==> src/rtl/mem_arb_pkg.sv <==
// Shared types for the memory port arbiter.
// The BUS_* command codes normally come from sys_defs.vh. The fallback
// definitions below are used only when that header has not been read first,
// and they carry the same values.
`ifndef BUS_NONE
`define BUS_NONE  2'h0
`endif
`ifndef BUS_LOAD
`define BUS_LOAD  2'h1
`endif
`ifndef BUS_STORE
`define BUS_STORE 2'h2
`endif

package mem_arb_pkg;
  typedef enum logic [1:0] {IDLE, BUSY_IF, BUSY_DM, RESP} arb_state_t;
  // Width of the DM-streak counter. It supports MAX_DM_STREAK values up to 15.
  localparam int STREAK_W = 4;
endpackage

==> src/rtl/mem_arb_streak_ctr.sv <==
// Saturating counter of consecutive DM grants made while IF was waiting.
// Compiled only when MEM_ARB_STARVE_EN is defined. The default build has no
// counter logic.
`ifdef MEM_ARB_STARVE_EN
module mem_arb_streak_ctr
  import mem_arb_pkg::*;
#(
  parameter int MAX = 4
) (
  input  logic clk,
  input  logic rst,
  input  logic clr,
  input  logic inc,
  output logic at_max
);
  logic [STREAK_W-1:0] cnt;

  // Clear has priority over increment. The count sticks at MAX and never wraps.
  always_ff @(posedge clk or posedge rst) begin
    if (rst)                                 cnt <= '0;
    else if (clr)                            cnt <= '0;
    else if (inc && (cnt != STREAK_W'(MAX))) cnt <= cnt + 1'b1;
  end

  assign at_max = (cnt == STREAK_W'(MAX));
endmodule
`endif

==> src/rtl/mem_port_arbiter.sv <==
// Single-port memory arbiter between IF fetches and MEM loads/stores.
// One transaction is in flight at a time. Outputs to memory and the acks are
// registered. By default DM wins every tie.
// Optional macro MEM_ARB_STARVE_EN: after MAX_DM_STREAK DM grants in a row
// while IF was waiting, IF wins the next tie.
module mem_port_arbiter
  import mem_arb_pkg::*;
#(
  parameter int AW            = 32,
  parameter int DW            = 32,
  parameter int MAX_DM_STREAK = 4
) (
  input  logic          clk,
  input  logic          rst,
  input  logic          if_req,
  input  logic [AW-1:0] if_addr,
  output logic          if_ack,
  output logic [DW-1:0] if_data,
  input  logic [1:0]    dm_cmd,
  input  logic [AW-1:0] dm_addr,
  input  logic [DW-1:0] dm_din,
  output logic          dm_ack,
  output logic [DW-1:0] dm_dout,
  output logic [1:0]    mem_cmd,
  output logic [AW-1:0] mem_addr,
  output logic [DW-1:0] mem_din,
  input  logic          mem_rdy,
  input  logic [DW-1:0] mem_dout,
  output logic          if_stall,
  output logic          dm_stall
);
  arb_state_t state, state_nxt;
  logic dm_pend, grant_dm, grant_if, done, starve_if;

  assign dm_pend  = (dm_cmd != `BUS_NONE);
  assign grant_dm = (state == IDLE) && dm_pend && !(if_req && starve_if);
  assign grant_if = (state == IDLE) && if_req && !grant_dm;
  assign done     = ((state == BUSY_IF) || (state == BUSY_DM)) && mem_rdy;

`ifdef MEM_ARB_STARVE_EN
  logic streak_clr, streak_inc;
  assign streak_clr = (state == IDLE) && (!if_req || grant_if);
  assign streak_inc = grant_dm && if_req;
  mem_arb_streak_ctr #(.MAX(MAX_DM_STREAK)) u_streak (
    .clk    (clk),
    .rst    (rst),
    .clr    (streak_clr),
    .inc    (streak_inc),
    .at_max (starve_if)
  );
`else
  assign starve_if = 1'b0;
`endif

  // State register. An async reset aborts any in-flight transaction.
  always_ff @(posedge clk or posedge rst) begin
    if (rst) state <= IDLE;
    else     state <= state_nxt;
  end

  // Next state. Grants are made only from IDLE, and RESP always returns to IDLE.
  always_comb begin
    state_nxt = state;
    case (state)
      IDLE:    if (grant_dm) state_nxt = BUSY_DM;
               else if (grant_if) state_nxt = BUSY_IF;
      BUSY_IF,
      BUSY_DM: if (mem_rdy) state_nxt = RESP;
      RESP:    state_nxt = IDLE;
      default: state_nxt = IDLE;
    endcase
  end

  // Memory command launch and response capture. The acks are one-cycle pulses
  // that are high exactly while in RESP.
  always_ff @(posedge clk or posedge rst) begin
    if (rst) begin
      mem_cmd  <= `BUS_NONE;
      mem_addr <= '0;
      mem_din  <= '0;
      if_ack   <= 1'b0;
      dm_ack   <= 1'b0;
      if_data  <= '0;
      dm_dout  <= '0;
    end else begin
      if_ack <= 1'b0;
      dm_ack <= 1'b0;
      if (grant_dm) begin
        mem_cmd  <= dm_cmd;
        mem_addr <= dm_addr;
        mem_din  <= dm_din;
      end else if (grant_if) begin
        mem_cmd  <= `BUS_LOAD;
        mem_addr <= if_addr;
        mem_din  <= '0;
      end else if (done) begin
        mem_cmd <= `BUS_NONE;
        if (state == BUSY_IF) begin
          if_ack  <= 1'b1;
          if_data <= mem_dout;
        end else begin
          dm_ack <= 1'b1;
          if (mem_cmd == `BUS_LOAD) dm_dout <= mem_dout;
        end
      end
    end
  end

  assign if_stall = if_req && !if_ack;
  assign dm_stall = dm_pend && !dm_ack;
endmodule

==> config.mk <==
export PLATFORM = sky130hd
export DESIGN_NAME = mem_port_arbiter
export DESIGN_NICKNAME = d
export VERILOG_FILES = /design/src/rtl/mem_arb_pkg.sv /design/src/rtl/mem_arb_streak_ctr.sv /design/src/rtl/mem_port_arbiter.sv
export SDC_FILE = /design/constraint.sdc
export NUM_CORES = 1
export LEC_CHECK = 0
export ABC_AREA = 1
export CORE_ASPECT_RATIO = 1.2
export CORE_UTILIZATION = 41
export DETAILED_ROUTE_END_ITERATION = 6
export PLACE_DENSITY_LB_ADDON = 0.3
export SYNTH_ARGS = -nofsm -noshare
export SYNTH_HDL_FRONTEND = slang
export SYNTH_HIERARCHICAL = 1
export SYNTH_SLANG_ARGS = --single-unit
==> constraint.sdc <==
create_clock -name clk -period 4.9 [get_ports clk]
set_clock_uncertainty 0.1 [all_clocks]
set_input_delay 0.735 -clock clk [delete_from_list [all_inputs] [get_ports clk]]
set_output_delay 0.735 -clock clk [all_outputs]
set_load 0.01 [all_outputs]
After elaboration in Yosys (flattened, before gate mapping)
Index checks and enable logic that the tools add are counted.
{"block": "classes", "n_eq_ne": 6, "n_mux": 19, "bitwise": 3, "reduce_logical": 18}
{"operator": "32-bit two-way mux", "n": 4}
{"operator": "2-bit two-way mux", "n": 6}
{"operator": "1-bit two-way mux", "n": 8}
{"operator": "1-bit logical AND", "n": 6}
{"operator": "2-bit one-hot mux with 3 select lines", "n": 1}
{"operator": "5-bit AND reduction", "n": 1}
{"operator": "2-bit by 1-bit == test with 1-bit output (second input constant)", "n": 2}
{"operator": "2-bit == test (second input constant)", "n": 2}
{"operator": "4-bit AND reduction", "n": 1}
{"operator": "2-bit nonzero test", "n": 2}
{"operator": "1-bit zero test", "n": 3}
{"operator": "3-bit != test (second input constant)", "n": 1}
{"operator": "1-bit NOT", "n": 3}
{"operator": "3-bit nonzero test", "n": 1}
{"operator": "2-bit zero test", "n": 1}
{"operator": "2-bit != test (second input constant)", "n": 1}
{"operator": "2-bit AND reduction", "n": 1}
{"operator": "2-bit OR reduction", "n": 1}
{"operator": "1-bit logical OR", "n": 1}
{"block": "totals", "ff_bits": 134, "in_bits": 134, "output_inout_bits": 134, "elab_cells": 54}

Longest topological paths before layout
Gate-level depths: netlist of the first run.
{"block": "logic_depth", "word_depth": 7, "mapped_depth": 9, "mapped_depth_nobuf": 8}

Least setup slack after synthesis of the first run
No wires, ideal clock.
{"block": "synth_timing", "kind": "input to output", "from": "input dm_cmd[0]", "to": "output dm_stall", "t_arrival_ns": 0.951, "slack_ns": 3.114, "cell_stages": 2, "path_buffers": 0, "path_cell_list": "nor2_2 -> nor2_1"}
{"block": "synth_between", "elab_chain_len": 2}
{"element": "start, declared", "line": "mem_port_arbiter.sv:19", "rtl": "input logic [1:0] dm_cmd,"}
{"element": "2-bit nonzero test (no source line)"}
{"element": "1-bit logical AND", "line": "mem_port_arbiter.sv:110", "rtl": "assign dm_stall = dm_pend && !dm_ack;"}
{"element": "end, declared", "line": "mem_port_arbiter.sv:30", "rtl": "output logic dm_stall"}
No other way between the ends.

Worst setup path in the final report of the first run
Same ends and word-level chain as after synthesis.

==> results.toml, run 1 <==
[logic_synthesis]
ys_seq_area_frac = 0.594
yosysTopAreaCellShare = 0.594
syn_area_um2 = 5640
synth_top_cells_by_area = "dfrtp_1 59%, nand2_1 22%, o21ai_0 5.1%"
syn_area_per_cell_um2 = 8.41
ys_warn_count = 6
syn-instance-count = 671
syn_nets = 808
post_synth_num_cell_types = 18
yosysTopAreaCell = "dfrtp_1"
synth_seq_cells = 134

[power_and_ir_drop]
netSwitchingPower_mw = 2.14
p_sw_frac = 0.354
p_int_mw = 3.91
total_power_mw = 6.06
seq_power_share = 0.317
peakVddDrop_uv = 329
leakage_nw = 4.47
p_per_area_nw_per_um2 = 667
power_frac_comb = 0.442
clockPowerShare = 0.240

[layout]
num_antenna_cells = 0
syn2layout_area_growth_pct = 60.9
final_area_um2 = 9080
drive_gt1_frac = 0.0512
fin_nets = 1062
num-fill-cells = 1073
final_common_cell = "nand2_1"
multi_input_area_um2 = 1940
register_area_um2 = 3350
layout_common_cells = "337 x nand2_1, 267 x clkdlybuf4s50_1, 134 x dfrtp_1"

[global_route]
grt_pass1_vias = 5090
grt_use_total = 0.232
grt.overflow.total = 0
grt_max_degree = 100
antenna_found_initial = 0
grt_pass1_wl_um = 25200

[detailed_routing]
wire_per_inst_um = 14.6
dr.pass1.iters = 4
routed_wl_um = 16100
via_per_inst = 4.76
vias = 5270
drc = 0
drtIter0Drc = 248
drtAntennaViolNets = 0

[timing]
max_freq_mhz = 344
tightest_slew_ns = 1.01
setup_viol = 0
hold_viol = 0
period_minus_slack_ns = 2.91
relSlewSlack = 0.326
rsz0062_at_grt = "false"
period_share = 0.594
slew_violations = 0
fin_setup_tns_ns = 0

[worst_setup_path]
crit_buf_inv = 2
critPathSlowestCell = "clkdlybuf4s50_1"
max_stage_delay_ns = 0.58
required_ns = 4.07
crit_type = "primary input to primary output"
startpoint_type = "primary input"
critPathArrivalTime_ns = 2.07
crit_top_cell = "clkdlybuf4s50_1"
worst_setup_path_end_kind = "primary output"
crit_fanout = 4
crit_family = "buffers and inverters"
crit_chain = "clkdlybuf4s50_1 -> nor2_2 -> nor2_1 -> clkdlybuf4s50_1"
worst-r2r-setup-slack_ns = 2.52

[floorplanning]
die_w_um = 109
pin_count = 268
die_y_um = 131
core_area_um2 = 13400
die-area_um2 = 14200
start_util = 0.423
placementRows = 46

[clock_tree]
clockBufferDepth = 2
numClockSinks = 134
hold_buffers = 0
clockRootBuffer = "clkbuf_16"
clock_latency_ns = 0.40
clock_tree.htree_level_count = 4
cts_tree = "built"
cts_resized = 0
path_clk_slew_ns = 0.06
postCtsSetupBuffers = 0
cts_buffers = 17

[placement]
dp_hpwl_um = 11200
placed_area_um2 = 8400
place_congestion = 0.785
io_buffer_count = 267

[run_status]
status = "finished, final reports clean"

[worst_hold_path]
hp-class = "flop to flop"

[flow_run]
max_cap_violations = 0
-- power by group through the flow --
stage / combinational [mW] / sequential, mW / clock [mW]
after floorplan: 1.08 / 2.13 / 0
after global placement: 2.66 / 1.91 / 0
after detailed placement: 2.70 / 1.93 / 0
after CTS: 2.72 / 1.92 / 1.48
after global routing: 2.97 / 1.98 / 1.53
final: 2.68 / 1.92 / 1.46
-- kinds of logic (layout without fill, tap and decap cells) --
logic type | after synthesis | after routing | share of synthesized area
AOI/OAI and AO/OA | 67 | 67 | 0.0594
adders and majority gates | 3 | 3 | 0.00665
buffers and inverters | 84 | 351 | 0.0663
DFF | 134 | 134 | 0.594
and+or+nand+nor | 383 | 383 | 0.274
-- layout make-up --
cell class	instances	area share
inverter	45	0.0191
tap	168	0.0231
sequential	134	0.369
timing repair buffer	274	0.300
clock buffer	20	0.0503
clock inverter	12	0.0245
multi-input combinational	453	0.214
-- metrics by stage --
stage	util	hold WS, ns	instances	setup WS, ns
global placement	0.629	0.353	1074	1.86
detailed placement	0.629	0.357	1074	1.84
CTS	0.680	0.371	1106	1.98
global route	0.680	0.385	1106	1.95
floorplan	-	0.349	671	0.482
finish	0.680	0.367	1106	1.99
-- per-layer routing --
| metal | track usage | vias to the layer above | share of wire |
|---|---|---|---|
| met2 | 0.399 | 212 | 0.50 |
| met3 | 0.0694 | 27 | 0.081 |
| met4 | 0.0930 | 0 | 0.022 |
| li1 | - | 2608 | - |
| met1 | 0.271 | 2423 | 0.39 |
| met5 | 0 | - | 0 |
-- Yosys cell counts (all sizes together) --
library cell / n
nand4: 32
ha: 3
nor3: 1
o21ai: 67
nand2: 339
nand3: 4
nor2: 7
inv: 45
clkbuf: 9
buf: 30
dfrtp: 134
-- registers in the layout, summed over array words and instances, names as in the netlist --
register / cells
dm_ack: 1
dm_dout: 32
if_ack: 1
if_data: 32
mem_addr: 32
mem_cmd: 2
mem_din: 32
state: 2
-- final timing paths --
check                                        startpoint  cells after the start                        to
worst min register to register  mem_din[31]$_DFFE_PP0P_                      2   mem_din[31]$_DFFE_PP0P_
worst max register to register     state[0]$_DFFE_PP0P_                      8   if_data[29]$_DFFE_PP0P_
min in group asynchronous                           rst                      2  mem_addr[31]$_DFFE_PP0P_
max in group asynchronous                           rst                      3    if_data[0]$_DFFE_PP0P_
worst min-delay path            mem_din[31]$_DFFE_PP0P_                      2   mem_din[31]$_DFFE_PP0P_
worst max-delay path                          dm_cmd[0]                      4                  dm_stall
-- worst min-delay path, cell delays in order (launching register included) --
cell and delay, ns:
dfrtp_1 0.34, nand2_1 0.05, nand2_1 0.04
(Power assumes the default switching activity.)
==> run 2, diff against run 1 <==
--- a/config.mk
+++ b/config.mk
@@ -7,7 +7,7 @@
 export LEC_CHECK = 0
 export ABC_AREA = 1
 export CORE_ASPECT_RATIO = 1.2
-export CORE_UTILIZATION = 41
+export CORE_UTILIZATION = 37
 export DETAILED_ROUTE_END_ITERATION = 6
 export PLACE_DENSITY_LB_ADDON = 0.3
 export SYNTH_ARGS = -nofsm -noshare
==> constraint.sdc (replaced) <==
create_clock -name clk -period 2.4 [get_ports clk]
set_clock_uncertainty 0.1 [all_clocks]
set_input_delay 0.36 -clock clk [delete_from_list [all_inputs] [get_ports clk]]
set_output_delay 0.36 -clock clk [all_outputs]
set_load 0.01 [all_outputs]
==> results.toml, run 2 (same netlist as run 1, synthesis figures left out) <==
[placement]
dp_hpwl_um = 11200
place_congestion = 0.760
io_buffer_count = 267
preCtsSetupSlack_ns = 0.193

[worst_setup_path]
critPathLaunch = "dm_cmd[0]"
critPathSlowestCell = "clkdlybuf4s50_1"
worst_setup_path_end_kind = "primary output"
max_stage_delay_ns = 0.57
crit_family = "buffers and inverters"
rr_startpoint = "state[0]$_DFFE_PP0P_"
crit_chain = "clkdlybuf4s50_1 -> nor2_2 -> nor2_1 -> clkdlybuf4s50_1"
crit_fanout = 4
crit_buf_inv = 2
required_ns = 1.94
crit_type = "primary input to primary output"
startpoint_type = "primary input"
worst-r2r-setup-slack_ns = 0.44
crit_top_cell = "clkdlybuf4s50_1"
critPathArrivalTime_ns = 1.72

[power_and_ir_drop]
clockPowerShare = 0.230
seq_power_share = 0.316
peakVddDrop_uv = 585
power_frac_comb = 0.454
p_sw_frac = 0.352
p_int_mw = 7.95
netSwitchingPower_mw = 4.33
p_per_area_nw_per_um2 = 1340
total_power_mw = 12.3
leakage_nw = 4.49

[detailed_routing]
drtIter0Drc = 370
via_per_inst = 4.58
drc = 0
drtAntennaViolNets = 0
wire_per_inst_um = 13.6
vias = 5260
routed_wl_um = 15600
dr.pass1.iters = 5

[clock_tree]
numClockSinks = 134
path_clk_slew_ns = 0.05
clockRootBuffer = "clkbuf_16"
clock_tree.htree_level_count = 4
cts_buffers = 17
postCtsSetupBuffers = 0
clockBufferDepth = 2
hold_buffers = 0
clock_latency_ns = 0.41
cts_tree = "built"
cts_resized = 0

[floorplanning]
placementRows = 49
die-area_um2 = 15800
pin_count = 268
core_area_um2 = 15000
die_w_um = 115
start_util = 0.377
die_y_um = 137

[run_status]
status = "finished, final reports clean"

[layout]
drive_gt1_frac = 0.0551
fin_util = 0.614
layout_common_cells = "337 x nand2_1, 267 x clkdlybuf4s50_1, 134 x dfrtp_1"
num-fill-cells = 1369
final_common_cell = "nand2_1"
fin_nets = 1068
num_antenna_cells = 0
syn2layout_area_growth_pct = 62.8

[timing]
slew_violations = 0
worst_slack_ns = 0.217
period_share = 0.909
setup_viol = 0
fin_setup_tns_ns = 0
tightest_slew_ns = 0.612
period_minus_slack_ns = 2.18
relSlewSlack = 0.592
hold_viol = 0
rsz0062_at_grt = "false"
max_freq_mhz = 458

[global_route]
grt_max_degree = 86
grt_pass1_wl_um = 25000
antenna_found_initial = 0
grt_pass1_vias = 5093
grt.overflow.total = 0
grt_use_total = 0.206

[flow_run]
max_cap_violations = 0

[worst_hold_path]
hp-class = "primary input to asynchronous set/reset pin"
-- run 2: changes by cell type in the layout (fill, tap and decap cells not counted) --
cell        before  now
clkinv_4         1    2
clkinv_2         2    1
clkinvlp_4       2    3
buf_12           0    4
buf_4            7    9
clkbuf_1         1    3
clkbuf_8         2    1
inv_6            2    1
bufinv_16        6    5
-- run 2: cell type report --
class / instances / area, um2 / area share
Clock inverter: 11 / 196 / 0.0214
Clock buffer: 21 / 450 / 0.0490
Sequential cell: 134 / 3350 / 0.365
Multi-Input combinational cell: 453 / 1940 / 0.211
Tap cell: 204 / 255 / 0.0278
Timing Repair Buffer: 280 / 2820 / 0.307
Inverter: 45 / 173 / 0.0188
-- run 2: metal layers --
layer	GRT usage	wire length [um]	share of wire	up-vias
li1	-	-	-	2615
met5	0	0	0	-
met2	0.346	7860	0.50	223
met3	0.0629	1140	0.073	23
met1	0.247	6230	0.40	2399
met4	0.0801	364	0.023	0
-- run 2: path summary, 6_finish.rpt --
check                                                to  cells after the start
worst max-delay path                           dm_stall                      4
worst min-delay path            dm_dout[19]$_DFFE_PP0P_                      3
worst max register to register  dm_dout[19]$_DFFE_PP0P_                      7
worst min register to register   dm_dout[1]$_DFFE_PP0P_                      2
max in group asynchronous        dm_dout[8]$_DFFE_PP0P_                      3
min in group clk                 dm_dout[1]$_DFFE_PP0P_                      2
-- run 2: power by group through the flow --
stage               combinational, mW  sequential, mW  clock [mW]
floorplan                        2.20            4.35           0
global placement                 5.55            3.88           0
detailed placement               5.65            3.90           0
CTS                              5.66            3.89        2.89
global route                     6.17            4.01        2.99
finish                           5.58            3.88        2.82
-- run 2: worst min-delay path, stage by stage --
cell and delay, ns:
clkdlybuf4s50_1 0.44, clkinvlp_4 0.11, buf_12 0.33
-- run 2: stage by stage --
step           hold WS [ns]  std cells  cell area, um2
2_1_floorplan         0.349        671            5650
3_3_place_gp          0.353       1116            8540
3_5_place_dp          0.357       1116            8540
4_1_cts               0.367       1148            9190
5_1_grt               0.375       1148            9190
6_report              0.325       1148            9190
